<file path="config.mk">
export PLATFORM = sky130hd
export DESIGN_NAME = addsub_lane_pipe_flat
export DESIGN_NICKNAME = d
export VERILOG_FILES = /design/src/rtl/addsub_lane_pipe_if.sv /design/src/rtl/addsub_lane_pipe.sv /design/src/flat_wrapper.sv
export SDC_FILE = /design/constraint.sdc
export NUM_CORES = 1
export LEC_CHECK = 0
export BUFFER_PORTS_ARGS = -buffer_cell sky130_fd_sc_hd__buf_2
export CORE_MARGIN = 1.5
export CORE_UTILIZATION = 51
export DETAILED_ROUTE_END_ITERATION = 10
export PLACE_DENSITY = 0.78
export SYNTH_ARGS = -nofsm -noshare
export SYNTH_HDL_FRONTEND = slang
export SYNTH_SLANG_ARGS = --single-unit
</file>
<file path="constraint.sdc">
create_clock -name clk -period 3.75 [get_ports clk]
set_input_delay 0.375 -clock clk [delete_from_list [all_inputs] [get_ports clk]]
set_output_delay 0.375 -clock clk [all_outputs]
set_load 0.01 [all_outputs]
</file>
<file path="src/rtl/addsub_lane_pipe_if.sv">
// Handshake and data bundle for addsub_lane_pipe: upstream valid/ready with operands,
// downstream valid/ready with results, plus the overflow counter and its clear.
interface addsub_lane_pipe_if #(
    parameter int DATA_W  = 24,
    parameter int N_LANES = 2,
    parameter int SAT     = 1,
    parameter int CNT_W   = 16
);
    localparam int OUT_W = (SAT != 0) ? DATA_W : DATA_W + 1;

    logic                       i_valid;
    logic                       o_ready;
    logic                       i_mode;
    logic [N_LANES*DATA_W-1:0]  i_a;
    logic [N_LANES*DATA_W-1:0]  i_b;
    logic                       o_valid;
    logic                       i_ready;
    logic [N_LANES*OUT_W-1:0]   o_c;
    logic [N_LANES-1:0]         o_ovf;
    logic                       i_clr_cnt;
    logic [CNT_W-1:0]           o_ovf_cnt;

    modport slave (
        input  i_valid, i_mode, i_a, i_b, i_ready, i_clr_cnt,
        output o_ready, o_valid, o_c, o_ovf, o_ovf_cnt
    );

    modport master (
        output i_valid, i_mode, i_a, i_b, i_ready, i_clr_cnt,
        input  o_ready, o_valid, o_c, o_ovf, o_ovf_cnt
    );
endinterface

</file>
<file path="src/rtl/addsub_lane_pipe.sv">
// Per-lane signed a+b / a-b with optional saturation, delayed through PIPE_STAGES registers.
// Latency PIPE_STAGES cycles; ready ripples combinationally back through the stages, so a stall fills bubbles then holds.
module addsub_lane_pipe #(
    parameter int DATA_W      = 24,
    parameter int N_LANES     = 2,
    parameter int PIPE_STAGES = 2,
    parameter int SAT         = 1,
    parameter int CNT_W       = 16
) (
    input  logic              clk,
    input  logic              reset,
    addsub_lane_pipe_if.slave bus
);
    localparam int OUT_W = (SAT != 0) ? DATA_W : DATA_W + 1;
    localparam int LAST  = PIPE_STAGES - 1;
    localparam int C_W   = N_LANES * OUT_W;
    localparam logic [DATA_W-1:0] SAT_MAX = {1'b0, {(DATA_W-1){1'b1}}};
    localparam logic [DATA_W-1:0] SAT_MIN = {1'b1, {(DATA_W-1){1'b0}}};

    logic [PIPE_STAGES-1:0] vld;
    logic [PIPE_STAGES-1:0] ld;
    logic [C_W-1:0]         c_q   [PIPE_STAGES];
    logic [N_LANES-1:0]     ovf_q [PIPE_STAGES];
    logic [C_W-1:0]         c_d;
    logic [N_LANES-1:0]     ovf_d;
    logic [CNT_W-1:0]       cnt;
    logic                   out_xfer;

    // A stage may load when it is empty or when everything downstream of it moves.
    always_comb begin
        logic rdy;
        rdy = bus.i_ready;
        ld  = '0;
        for (int s = LAST; s >= 0; s--) begin
            rdy   = !vld[s] || rdy;
            ld[s] = rdy;
        end
    end

    always_comb begin
        logic signed [DATA_W:0] ax;
        logic signed [DATA_W:0] bx;
        logic signed [DATA_W:0] r;
        c_d   = '0;
        ovf_d = '0;
        ax    = '0;
        bx    = '0;
        r     = '0;
        for (int k = 0; k < N_LANES; k++) begin
            ax = {bus.i_a[k*DATA_W + DATA_W - 1], bus.i_a[k*DATA_W +: DATA_W]};
            bx = {bus.i_b[k*DATA_W + DATA_W - 1], bus.i_b[k*DATA_W +: DATA_W]};
            r  = bus.i_mode ? (ax - bx) : (ax + bx);
            // The two top bits of the exact sum disagree only when it leaves DATA_W range.
            if ((SAT != 0) && (r[DATA_W] != r[DATA_W-1])) begin
                ovf_d[k]              = 1'b1;
                c_d[k*OUT_W +: OUT_W] = r[DATA_W] ? OUT_W'(SAT_MIN) : OUT_W'(SAT_MAX);
            end else begin
                c_d[k*OUT_W +: OUT_W] = OUT_W'(r);
            end
        end
    end

    always_ff @(posedge clk or posedge reset) begin
        if (reset) begin
            vld <= '0;
            for (int s = 0; s < PIPE_STAGES; s++) begin
                c_q[s]   <= '0;
                ovf_q[s] <= '0;
            end
        end else begin
            if (ld[0]) begin
                vld[0] <= bus.i_valid;
                if (bus.i_valid) begin
                    c_q[0]   <= c_d;
                    ovf_q[0] <= ovf_d;
                end
            end
            for (int s = 1; s < PIPE_STAGES; s++) begin
                if (ld[s]) begin
                    vld[s] <= vld[s-1];
                    if (vld[s-1]) begin
                        c_q[s]   <= c_q[s-1];
                        ovf_q[s] <= ovf_q[s-1];
                    end
                end
            end
        end
    end

    assign out_xfer = vld[LAST] && bus.i_ready;

    // Counts clipped output beats; clear beats a same-cycle increment and the count never wraps.
    always_ff @(posedge clk or posedge reset) begin
        if (reset) begin
            cnt <= '0;
        end else if (bus.i_clr_cnt) begin
            cnt <= '0;
        end else if (out_xfer && (|ovf_q[LAST]) && (cnt != {CNT_W{1'b1}})) begin
            cnt <= cnt + CNT_W'(1);
        end
    end

    assign bus.o_ready   = ld[0];
    assign bus.o_valid   = vld[LAST];
    assign bus.o_c       = c_q[LAST];
    assign bus.o_ovf     = ovf_q[LAST];
    assign bus.o_ovf_cnt = cnt;
endmodule
</file>
<file path="src/flat_wrapper.sv">
// flat-port wrapper written by rule: the top's interface ports become plain ports
module addsub_lane_pipe_flat 
#(
    parameter int DATA_W      = 24,
    parameter int N_LANES     = 2,
    parameter int PIPE_STAGES = 2,
    parameter int SAT         = 1,
    parameter int CNT_W       = 16
)
  (clk, reset, bus_i_valid, bus_i_mode, bus_i_a, bus_i_b, bus_i_ready, bus_i_clr_cnt, bus_o_ready, bus_o_valid, bus_o_c, bus_o_ovf, bus_o_ovf_cnt);
  addsub_lane_pipe_if #(.DATA_W(DATA_W), .N_LANES(N_LANES), .SAT(SAT), .CNT_W(CNT_W)) bus_i ();
  input  logic clk;
  input  logic reset;
  input wire logic [$bits(bus_i.i_valid)-1:0] bus_i_valid;
  input wire logic [$bits(bus_i.i_mode)-1:0] bus_i_mode;
  input wire logic [$bits(bus_i.i_a)-1:0] bus_i_a;
  input wire logic [$bits(bus_i.i_b)-1:0] bus_i_b;
  input wire logic [$bits(bus_i.i_ready)-1:0] bus_i_ready;
  input wire logic [$bits(bus_i.i_clr_cnt)-1:0] bus_i_clr_cnt;
  output wire logic [$bits(bus_i.o_ready)-1:0] bus_o_ready;
  output wire logic [$bits(bus_i.o_valid)-1:0] bus_o_valid;
  output wire logic [$bits(bus_i.o_c)-1:0] bus_o_c;
  output wire logic [$bits(bus_i.o_ovf)-1:0] bus_o_ovf;
  output wire logic [$bits(bus_i.o_ovf_cnt)-1:0] bus_o_ovf_cnt;
  assign bus_i.i_valid = bus_i_valid;
  assign bus_i.i_mode = bus_i_mode;
  assign bus_i.i_a = bus_i_a;
  assign bus_i.i_b = bus_i_b;
  assign bus_i.i_ready = bus_i_ready;
  assign bus_i.i_clr_cnt = bus_i_clr_cnt;
  assign bus_o_ready = bus_i.o_ready;
  assign bus_o_valid = bus_i.o_valid;
  assign bus_o_c = bus_i.o_c;
  assign bus_o_ovf = bus_i.o_ovf;
  assign bus_o_ovf_cnt = bus_i.o_ovf_cnt;
  addsub_lane_pipe #(.DATA_W(DATA_W), .N_LANES(N_LANES), .PIPE_STAGES(PIPE_STAGES), .SAT(SAT), .CNT_W(CNT_W)) u_core (.clk(clk), .reset(reset), .bus(bus_i));
endmodule
</file>
[Word level (Yosys, flattened, before mapping)]
Index checks and enable logic that the tools add are counted.
Word-level totals
  logic and storage cells: 36
  output and inout bits: 68
  bits in registers: 118
  input bits: 102
Operators by class
  eq/ne operators: 3
  add/sub/neg operators: 5
  mux-type cells: 10
  reductions and logical operators: 11
Operators with widths (number)
  24-bit two-way mux: 4
  24-bit by 24-bit adder with 25-bit output: 2
  25-bit two-way mux: 2
  24-bit by 24-bit subtractor with 25-bit output: 2
  16-bit two-way mux: 2
  16-bit by 1-bit adder with 16-bit output (second input constant): 1
  16-bit inequality test (second input constant): 1
  2-bit AND reduction: 2
  1-bit logical AND: 3
  1-bit zero test: 2
  1-bit logical OR: 2
  1-bit two-way mux: 2
  1-bit inequality test: 2
  2-bit nonzero test: 1
  2-bit OR reduction: 1

[Depth between registers and ports, before layout]
Gate-level depths: netlist of run 1.
  word-level depth: 5
  mapped depth: 19
  mapped depth without buffers: 16

[Least setup slack after synthesis of run 1]
OpenSTA, ideal clock, no wires.
  path type: input -> register
  start: input port bus_i_b[30]
  end: register u_core.c_q[73] in the netlist's numbering
  library setup time: 0.125 ns
  cell stages on the path: 17
  arrival: 4.676 ns
  path slack: -1.051 ns
  path buffers: 1
  data required time: 3.625 ns
  cell sequence: or4_4 -> or4_1 -> nor4_1 -> nor3b_1 -> nor2_1 -> xnor2_1 -> ha_1 -> a21o_1 -> a21o_1 -> a21o_1 -> a21oi_1 -> o31a_1 -> a211oi_1 -> or3_1 -> buf_2 -> maj3_2 -> mux2_4
Between the ends
  longest elaborated chain between the ends: 4
  elaborated cells on any way between the ends: 6
  classes of those cells: 2 x add/sub; 1 x eq/ne; 3 x mux
Ends and longest elaborated chain
  start, declared: line flat_wrapper.sv:17  | input wire logic [$bits(bus_i.i_b)-1:0] bus_i_b;
  24-bit by 24-bit adder with 25-bit output / 24-bit by 24-bit subtractor with 25-bit output (equally long branches): line addsub_lane_pipe.sv:52  | r = bus.i_mode ? (ax - bx) : (ax + bx);
  25-bit two-way mux *: line addsub_lane_pipe.sv:52
  24-bit two-way mux / 1-bit inequality test (equally long branches): line addsub_lane_pipe.sv:56, addsub_lane_pipe.sv:54
  24-bit two-way mux *: line addsub_lane_pipe.sv:54  | if ((SAT != 0) && (r[DATA_W] != r[DATA_W-1])) begin
  end signal, assigned by index: line addsub_lane_pipe.sv:82  | c_q[s] <= c_q[s-1];
  end, declared: line addsub_lane_pipe.sv:22  | logic [C_W-1:0] c_q [PIPE_STAGES];
Mark *: on every way between the ends. The rest lies on a longest branch, timed or not.
A chain may end at the register's enable or synchronous reset.

[Final worst setup path of run 1]
Same ends and word-level chain as after synthesis.

==> flow_summary.yaml, run 1 <==
worst_setup_path:
  crit_required_ns: 4.05
  end_kind: "register"
  critical_path.endpoint: "u_core.c_q[73]"
  r2r_end: "u_core.bus.o_ovf_cnt[14]"
  critPathLaunch: "bus_i_b[30]"
  r2r_setup_slack_ns: 1.44
  worst_setup_path_start_kind: "input pin"
  criticalPathCategory: "input pin to register"
  reg2reg_depth: 8
  crit_fanout: 4
  crit_arrival_ns: 4.45
  reg2reg_from: "u_core.bus.o_ovf_cnt[12]"
sta:
  final-hold-violation-count: 0
  slew_headroom_pct: 21.2
  worst_pin_slew_ns: 1.18
  period_share_pct: 111
  setup-violations-final: 42
  fin_crit_ns: 4.15
  finalClockSkew_ns: 0.00737
  slew_violations: 0
  holdWs_ns: 0.0788
  rsz0062_at_grt: "true"
  setup_slack_ns: -0.397
  max_freq_mhz: 241
  finalSetupTns_ns: -8.82
run:
  drv_cap: 0
clocking:
  clock_latency_ns: 0.42
  cts_tree: "done"
  ctsHtreeMaxLevel: 4
  cts.root.buffer_cell: "clkbuf_16"
  cts_buffers: 17
  cts_sinks: 118
  clkTransAtPathRegs_ns: 0.06
  holdBufCountCts: 0
  clockBufferDepth: 2
logic_synthesis:
  syn_inst: 952
  synth.avg_cell_area_um2: 9.06
  synth_seq_cells: 118
  synthFlopType: "dfrtp_1"
  synth_nets: 1107
  synth-edff-count: 0
  yosysUniqueCellTypes: 65
  synth.cell_area_um2: 8620
  async_flop_share_pct: 100
  ys_seq_area_share_pct: 34.3
  yosys_warnings: 0
outcome:
  violations: "negative setup slack"
  status: "complete, but fails checks"
detailed_routing:
  postRouteAntennaNets: 0
  dr_total_vias: 8251
  routedWlPerCell_um: 16.5
  drt_iter0_markers: 520
  viasPerCell: 5.52
  drcViolationCount: 0
  wl_mm: 24.6
  first_pass_iters: 5
placed_design:
  hpwl_mm: 16.9
  dp.cells: 1417
  placed_area_um2: 10700
  place.gp.congestion: 0.890
  port_buffers: 169
final_layout:
  antenna-diode-count: 0
  area_growth_syn_to_layout_pct: 41.6
  multi_input_area_um2: 5610
  layout_commonest_cell: "buf_4"
  fin_nets: 1416
  n_fill_cell: 1105
  regArea_um2: 2950
  drive_gt1_share_pct: 46.1
  fin_area_um2: 12200
  post_layout_nonfiller_instances: 1494
  final_cell_mix: "180 x buf_4, 166 x buf_2, 118 x dfrtp_1"
floorplanning:
  floorplan.initialDensity_pct: 52.2
  die_w_um: 133
  die_y_um: 133
  pin_count: 170
  num_rows: 47
  core_area_um2: 16500
  fp.dieArea_um2: 17700
grt:
  grt_max_degree: 60
  grt_pass1_wl_mm: 37.3
  grt_usage_pct: 26.0
  grt_pass1_vias: 7740
  grt_overflow_total: 0
  antenna_found_initial: 0
power:
  power_density_nw_per_um2: 573
  ir_drop_mv: 0.387
  total_leakage_power_nw: 5.79
min_path:
  hold_path_class: "input pin to async pin"
## critical path: stages
cell and delay [ns]:
buf_6 0.09, or4_4 0.53, or4_4 0.48, nor4_4 0.18, nor3b_4 0.26, nor2_2 0.05
xnor2_1 0.17, ha_1 0.28, a21o_1 0.21, a21o_1 0.18, a21o_1 0.19, a21oi_2 0.17
o31a_1 0.20, a211oi_2 0.10, or3_4 0.40, maj3_2 0.31, mux2_4 0.25
## power by group
part / switching (mW) / internal [mW] / total, mW / leakage [nW]
Combinational: 1.55 / 1.55 / 3.10 / 4.01
Sequential: 0.301 / 1.75 / 2.05 / 1.47
Clock: 0.573 / 1.26 / 1.84 / 0.313
## per-layer routing
| metal | global-route usage, % | up-vias | part of all wire (%) | wire length, µm |
|---|---|---|---|---|
| met1 | 36.3 | 3956 | 45 | 11000 |
| met5 | 0 | - | 0 | 0 |
| met2 | 42.1 | 295 | 48 | 11800 |
| li1 | - | 3952 | - | - |
| met3 | 3.98 | 48 | 5.2 | 1280 |
| met4 | 7.02 | 0 | 2.1 | 526 |
## synthesized netlist by cell type, types with 4 or more instances
| master | count | area (µm²) |
|---|---|---|
| dfrtp_1 | 118 | 2950 |
| a21oi_1 | 93 | 465 |
| nand2_1 | 78 | 293 |
| o21ai_0 | 76 | 380 |
| xnor2_1 | 72 | 631 |
| nor2_1 | 61 | 229 |
| ha_1 | 51 | 638 |
| buf_4 | 50 | 375 |
| mux2_2 | 50 | 563 |
| inv_1 | 30 | 113 |
| xor2_1 | 29 | 254 |
| clkbuf_1 | 20 | 75.1 |
| maj3_1 | 18 | 180 |
| nor3_1 | 18 | 90.1 |
| a21o_1 | 14 | 105 |
| nand3_1 | 13 | 65.1 |
| o21a_1 | 11 | 82.6 |
| and3_1 | 9 | 56.3 |
| buf_1 | 9 | 33.8 |
| a31oi_1 | 8 | 50.1 |
| nand2b_1 | 8 | 50.1 |
| o211ai_1 | 8 | 60.1 |
| o21bai_1 | 8 | 60.1 |
| a211oi_1 | 7 | 52.6 |
| or3_1 | 7 | 43.8 |
| nand4_1 | 6 | 37.5 |
| nor3b_1 | 6 | 45.0 |
| nor4_1 | 6 | 37.5 |
| nor2b_1 | 5 | 31.3 |
| a22oi_1 | 4 | 30.0 |
| buf_2 | 4 | 20.0 |
| o21ai_1 | 4 | 20.0 |
## worst min-delay path by stage
stage | start | endpoint | slack (ns)
3_5_place_dp | u_core.c_q[78] | u_core.c_q[78] | 0.47
2_1_floorplan | u_core.c_q[72] | u_core.c_q[72] | 0.45
4_1_cts | reset | u_core.bus.o_c[4] | 0.09
6_report | reset | u_core.bus.o_c[4] | 0.08
5_1_grt | reset | u_core.bus.o_c[4] | 0.15
3_3_place_gp | u_core.c_q[77] | u_core.c_q[77] | 0.46
## layout make-up
| type | count | area share (%) |
|---|---|---|
| clock buffers | 20 | 3.66 |
| clock inverters | 12 | 1.83 |
| inverters | 30 | 0.943 |
| multi-input cells | 719 | 45.9 |
| flip-flops and latches | 118 | 24.2 |
| well taps | 220 | 2.26 |
| repair buffers | 375 | 21.2 |
## cells by family after synthesis
group,Yosys count,share of synthesized area [%]
adders and majority gates,72,10.1
and+or+nand+nor,237,13.4
xor gates and xnor gates,101,10.3
buffers and inverters,115,7.27
muxes,54,7.05
AOI/OAI and AO/OA,255,17.7
DFF,118,34.3
## registers in the layout, indices dropped and copies added (netlist names)
register and count:
u_core.bus.o_c 48, u_core.c_q 48, u_core.bus.o_ovf 2, u_core.bus.o_ovf_cnt 16, u_core.vld 2, u_core.ovf_q 2
## metrics by stage
stage / setup slack, ns / power (mW) / util (%)
2_1_floorplan: -0.778 / 3.87 / -
3_3_place_gp: -0.780 / 4.45 / 64.5
3_5_place_dp: -0.899 / 4.56 / 64.5
4_1_cts: -0.290 / 6.59 / 70.2
5_1_grt: -0.510 / 7.34 / 73.9
6_report: -0.397 / 6.99 / 73.9
## timing repair
item	in CTS	in global routing
cloned	1	5
buffers inserted	17	25
resized for setup	65	79
pin swaps	20	42
setup endpoints to repair	47	50
Power figures use the tool's default switching activity.
==> inputs of run 2 (changes only) <==
--- a/config.mk
+++ b/config.mk
@@ -6,10 +6,9 @@
 export NUM_CORES = 1
 export LEC_CHECK = 0
 export BUFFER_PORTS_ARGS = -buffer_cell sky130_fd_sc_hd__buf_2
-export CORE_MARGIN = 1.5
-export CORE_UTILIZATION = 51
+export CORE_UTILIZATION = 55
 export DETAILED_ROUTE_END_ITERATION = 10
-export PLACE_DENSITY = 0.78
+export PLACE_DENSITY = 0.8
 export SYNTH_ARGS = -nofsm -noshare
 export SYNTH_HDL_FRONTEND = slang
 export SYNTH_SLANG_ARGS = --single-unit
==> constraint.sdc (replaced) <==
create_clock -name clk -period 4.6 [get_ports clk]
set_input_delay 0.46 -clock clk [delete_from_list [all_inputs] [get_ports clk]]
set_output_delay 0.46 -clock clk [all_outputs]
set_load 0.01 [all_outputs]
==> run 2 against run 1 <==
The run now ends clean. Core utilization down 7.0 points. Combinational power shrank 42%. Critical path depth did not move. Register-to-register slack gained 0.87 ns. Wire length down 22%. Sequential power down 20%. Total power down 31%. Design area fell by 16%. Via count fell by 13%. Critical path type unchanged. Largest cell class unchanged.
==> flow_summary.yaml, run 2 (synthesis gave the netlist of run 1 again) <==
outcome:
  status: "finished, final reports clean"
grt:
  grt_pass1_vias: 6705
  gr-usage-met3_pct: 3.89
  grt_usage_pct: 24.7
  grtUsageMet1_pct: 37.4
  grt_max_degree: 69
  grt_overflow_total: 0
  use_met2_pct: 37.5
  antenna_found_initial: 0
  grt_busiest_layer: "met2"
  grt_pass1_wl_mm: 32.2
placed_design:
  placed_area_um2: 9540
  dp_worst_setup_slack_ns: -0.0834
  place.gp.congestion: 0.905
  hpwl_mm: 14.7
  port_buffers: 169
  dp.cells: 1280
worst_setup_path:
  criticalPathCategory: "input pin to register"
  end_kind: "register"
  crit_fanout: 4
  crit_arrival_ns: 4.57
  crit_required_ns: 4.89
  reg2reg_from: "u_core.bus.o_ovf_cnt[11]"
  critPathLaunch: "bus_i_b[30]"
  worst_setup_path_start_kind: "input pin"
power:
  ir_drop_mv: 0.293
  p_clk_share_pct: 29.0
  pwr-share-comb_pct: 37.0
  power_density_nw_per_um2: 474
  p_switching_mw: 1.65
  power_mw: 4.84
  total_leakage_power_nw: 4.73
  pwr-share-seq_pct: 34.0
  p_int_mw: 3.19
  netSwitchingFraction_pct: 34.0
final_layout:
  drive_gt1_share_pct: 27.9
  area_growth_syn_to_layout_pct: 18.3
  antenna-diode-count: 0
  fin_area_um2: 10200
  post_layout_nonfiller_instances: 1313
  final_cell_mix: "169 x buf_2, 118 x dfrtp_1, 92 x a21oi_1"
  layout_commonest_cell: "buf_2"
  fin_nets: 1244
sta:
  worst_pin_slew_ns: 1.19
  final-hold-violation-count: 0
  slew_violations: 0
  finalClockSkew_ns: 0.00581
  rsz0062_at_grt: "false"
  slew_headroom_pct: 20.2
  fin_crit_ns: 4.28
  setup_slack_ns: 0.315
  setup-violations-final: 0
  period_share_pct: 93.1
  max_freq_mhz: 233
  holdWs_ns: 0.302
floorplanning:
  core_area_um2: 15300
  die_y_um: 127
  num_rows: 45
  fp.dieArea_um2: 16200
  die_w_um: 127
  pin_count: 170
  floorplan.initialDensity_pct: 56.5
clocking:
  cts_buffers: 17
  clkTransAtPathRegs_ns: 0.05
  clock_latency_ns: 0.40
  cts_resized: 0
  cts_tree: "done"
  cts.root.buffer_cell: "clkbuf_16"
  clockBufferDepth: 2
  ctsHtreeMaxLevel: 4
  cts_sinks: 118
detailed_routing:
  postRouteAntennaNets: 0
  drcViolationCount: 0
  drt_iter0_markers: 323
  routedWlPerCell_um: 14.6
  dr_total_vias: 7141
  first_pass_iters: 4
  wl_mm: 19.2
  viasPerCell: 5.44
min_path:
  hold_path.startpoint: "bus_i_valid"
  hold_path_class: "input pin to register"
run:
  drv_cap: 0
[run 2: power groups by stage]
stage          sequential [mW]  clock, mW  combinational, mW
2_1_floorplan             1.58          0               1.47
3_3_place_gp              1.63          0               1.73
3_5_place_dp              1.65          0               1.77
4_1_cts                   1.64       1.42               1.79
5_1_grt                   1.69       1.46               1.97
6_report                  1.65       1.40               1.79
[run 2: path summary, 6_finish.rpt]
check | depth (start not counted) | to | slack [ns]
min | 2 | u_core.vld[0] | 0.30
max reg2reg | 8 | u_core.bus.o_ovf_cnt[14] | 2.31
max in group asynchronous | 4 | u_core.bus.o_c[29] | 3.19
max | 17 | u_core.c_q[73] | 0.32
min reg2reg | 2 | u_core.c_q[57] | 0.47
min in group asynchronous | 3 | u_core.bus.o_c[21] | 0.52
[run 2: metrics by stage]
stage | TNS, ns | util [%]
after floorplan | -0.0126 | -
after global placement | -0.0367 | 62.6
after detailed placement | -0.0834 | 62.6
after CTS | 0 | 66.8
after global routing | 0 | 66.8
final | 0 | 66.8
[run 2: layout make-up]
class                   instances  area (µm²)
well taps                     211         264
inverters                      30         115
flip-flops and latches        118        2950
multi-input cells             719        5090
clock inverters                14         201
fillers                      1277        5060
clock buffers                  18         439
repair buffers                203        1130
[run 2: metal layers]
metal	wire length (µm)	vias to the layer above
li1	-	3612
met1	10100	3347
met2	8170	173
met3	789	9
met4	139	0
met5	0	-
[run 2: timing repair]
action / in CTS / in global routing
setup buffers: 0 / 0
hold buffers: 1 / 0
endpoints found under the hold margin: 13 / 0
[run 2: worst max-delay path, stage by stage]
cell	delay (ns)
buf_2	0.10
or4_4	0.53
or4_4	0.47
nor4_4	0.30
nor3b_2	0.25
nor2_1	0.07
xnor2_1	0.13
ha_1	0.29
a21o_1	0.19
a21o_1	0.17
a21o_1	0.19
a21oi_2	0.17
o31a_1	0.17
a211oi_1	0.10
or3_1	0.41
maj3_2	0.31
mux2_4	0.25
==> inputs of run 3 (changes only) <==
--- a/config.mk
+++ b/config.mk
@@ -5,10 +5,12 @@
 export SDC_FILE = /design/constraint.sdc
 export NUM_CORES = 1
 export LEC_CHECK = 0
+export ABC_AREA = 1
 export BUFFER_PORTS_ARGS = -buffer_cell sky130_fd_sc_hd__buf_2
+export CORE_ASPECT_RATIO = 1.75
 export CORE_UTILIZATION = 55
 export DETAILED_ROUTE_END_ITERATION = 10
-export PLACE_DENSITY = 0.8
+export PLACE_DENSITY = 0.79
 export SYNTH_ARGS = -nofsm -noshare
 export SYNTH_HDL_FRONTEND = slang
 export SYNTH_SLANG_ARGS = --single-unit
==> run 3 against run 2 <==
Via count up 25%. Setup slack improved by 0.66 ns. Synthesized cell count up 35%. Register-to-register slack improved by 0.05 ns. Critical endpoint is now u_core.c_q[94]. Highest routed layer unchanged.
==> flow_summary.yaml, run 3 <==
sta:
  slew_headroom_pct: 55.8
  setup-violations-final: 0
  rsz0062_at_grt: "false"
  final-hold-violation-count: 0
  setup_slack_ns: 0.973
  max_freq_mhz: 276
  finalSetupTns_ns: 0
  finalClockSkew_ns: 0.0141
  worst_pin_slew_ns: 0.663
  fin_crit_ns: 3.63
  period_share_pct: 78.8
  slew_violations: 0
worst_setup_path:
  reg2reg_depth: 8
  crit_arrival_ns: 4.01
  crit_fanout: 22
  crit_required_ns: 4.98
  criticalPathCategory: "input pin to register"
  worst_setup_path_start_kind: "input pin"
  end_kind: "register"
clocking:
  clock_latency_ns: 0.45
  cts_sinks: 118
  cts_tree: "done"
  cts.root.buffer_cell: "clkbuf_16"
  cts_buffers: 25
  ctsHtreeMaxLevel: 4
  postCtsSetupRepairBufs: 0
  clockBufferDepth: 3
  cts_resized: 0
  clkTransAtPathRegs_ns: 0.05
  holdBufCountCts: 0
floorplanning:
  core_area_um2: 16900
  num_rows: 63
  floorplan.initialDensity_pct: 56.3
  die_y_um: 176
  fp.dieArea_um2: 17900
  die_w_um: 102
  pin_count: 170
logic_synthesis:
  synth-edff-count: 0
  synthTopCellsByCount: "300 x nand2_1, 138 x inv_1, 125 x nor2_1"
  yosysUniqueCellTypes: 43
  synth_area_leader_cell: "dfrtp_1"
  syn_inst: 1287
  synth.area.top_cells: "dfrtp_1 31%, nand2_1 12%, ha_1 6.7%, mux2_2 5.5%, inv_1 5.4%"
  async_flop_share_pct: 100
  netlist.area_leader.share_pct: 30.9
  synth_nets: 1442
  synth_seq_cells: 118
  yosys_warnings: 0
  synthFlopType: "dfrtp_1"
  synth.avg_cell_area_um2: 7.41
  synth.most_common_cell: "nand2_1"
  synth.cell_area_um2: 9540
  ys_seq_area_share_pct: 30.9
detailed_routing:
  viasPerCell: 5.40
  postRouteAntennaNets: 0
  top_layer: "met4"
  wl_mm: 25.2
  dr_wl_met2_mm: 12.8
  drcViolationCount: 0
  drt_iter0_markers: 419
  first_pass_iters: 6
  dr_total_vias: 8891
  wl_met1_mm: 9.57
  dr_wl_met3_mm: 1.23
  routedWlPerCell_um: 15.3
final_layout:
  fin_area_um2: 10900
  final_core_util_pct: 64.2
  drive_gt1_share_pct: 22.4
  final_cell_mix: "299 x nand2_1, 169 x buf_2, 137 x inv_1"
  layout_commonest_cell: "nand2_1"
  area_growth_syn_to_layout_pct: 14.0
  fin_nets: 1568
  n_fill_cell: 1523
placed_design:
  hpwl_mm: 20.2
  placed_area_um2: 10200
  place.gp.congestion: 1.05
  port_buffers: 169
  dp_worst_setup_slack_ns: 0.520
power:
  power_density_nw_per_um2: 453
  ir_drop_mv: 0.218
  total_leakage_power_nw: 5.55
  power_mw: 4.93
grt:
  grt_pass1_wl_mm: 40.9
  antenna_found_initial: 1
  grt_max_degree: 55
  grt_pass1_vias: 8780
  grt_overflow_total: 0
  grt_usage_pct: 29.1
run:
  drv_cap: 0
min_path:
  hold_path_class: "input pin to async pin"
outcome:
  status: "finished, final reports clean"
-- run 3: final cells by class --
type,count,area (µm²),share of cell area (%)
multi-input combinational,947,5520,50.8
sequential,118,2950,27.1
timing repair buffer,176,898,8.26
clock buffer,31,668,6.14
inverter,145,547,5.03
tap,227,284,2.61
antenna,1,2.50,0.0230
-- run 3: cell families after synthesis --
| group | synth area share [%] |
|---|---|
| AOI/OAI and AO/OA | 10.5 |
| xor gates and xnor gates | 7.80 |
| adders and majority gates | 7.11 |
| buffers and inverters | 11.2 |
| DFF | 30.9 |
| muxes | 5.55 |
| and+or+nand+nor | 26.9 |
-- run 3: stage by stage --
| stage | hold WS [ns] | cells |
|---|---|---|
| 3_3_place_gp | 0.462 | 1613 |
| 6_report | 0.00511 | 1645 |
| 5_1_grt | 0.0349 | 1645 |
| 4_1_cts | 0.00203 | 1644 |
| 2_1_floorplan | 0.445 | 1287 |
| 3_5_place_dp | 0.474 | 1613 |
-- run 3: worst paths after layout --
| kind | slack (ns) | endpoint | startpoint |
|---|---|---|---|
| max | 0.97 | u_core.c_q[94] | bus_i_b[24] |
| min | 0.005 | u_core.bus.o_c[11] | reset |
| max reg2reg | 2.36 | u_core.c_q[66] | u_core.vld[1] |
| min reg2reg | 0.49 | u_core.bus.o_c[0] | u_core.bus.o_c[0] |
| max in group asynchronous | 3.67 | u_core.c_q[81] | reset |
| min in group clk | 0.28 | u_core.bus.o_ovf_cnt[0] | bus_i_clr_cnt |
-- run 3: per-layer routing --
layer / track usage, % / up-vias
met3: 3.25 / 85
li1: - / 4378
met2: 50.8 / 301
met1: 32.4 / 4127
met4: 19.9 / 0
met5: 0 / -
-- run 3: where the power goes --
group          leakage [nW]  switching (mW)  internal (mW)
clock                 0.327           0.453          0.993
combinational          3.82            1.07          0.759
sequential             1.41           0.235           1.42
-- run 3: critical path, stage by stage --
cell and delay, ns:
buf_2 0.13, inv_1 0.08, ha_1 0.21, nand2_1 0.09, nor2_1 0.25, nand2_1 0.12
nand2_1 0.11, o21a_1 0.21, nand2_1 0.12, a21oi_1 0.17, xor2_1 0.10, ha_1 0.38
inv_1 0.09, nor3_2 0.21, nand2_1 0.09, nor2_1 0.09, nand2_1 0.07, nand3_1 0.09
nand3_1 0.13, nand2_1 0.15, nand3_2 0.37, nand2_1 0.17, inv_1 0.05, nand2_1 0.06
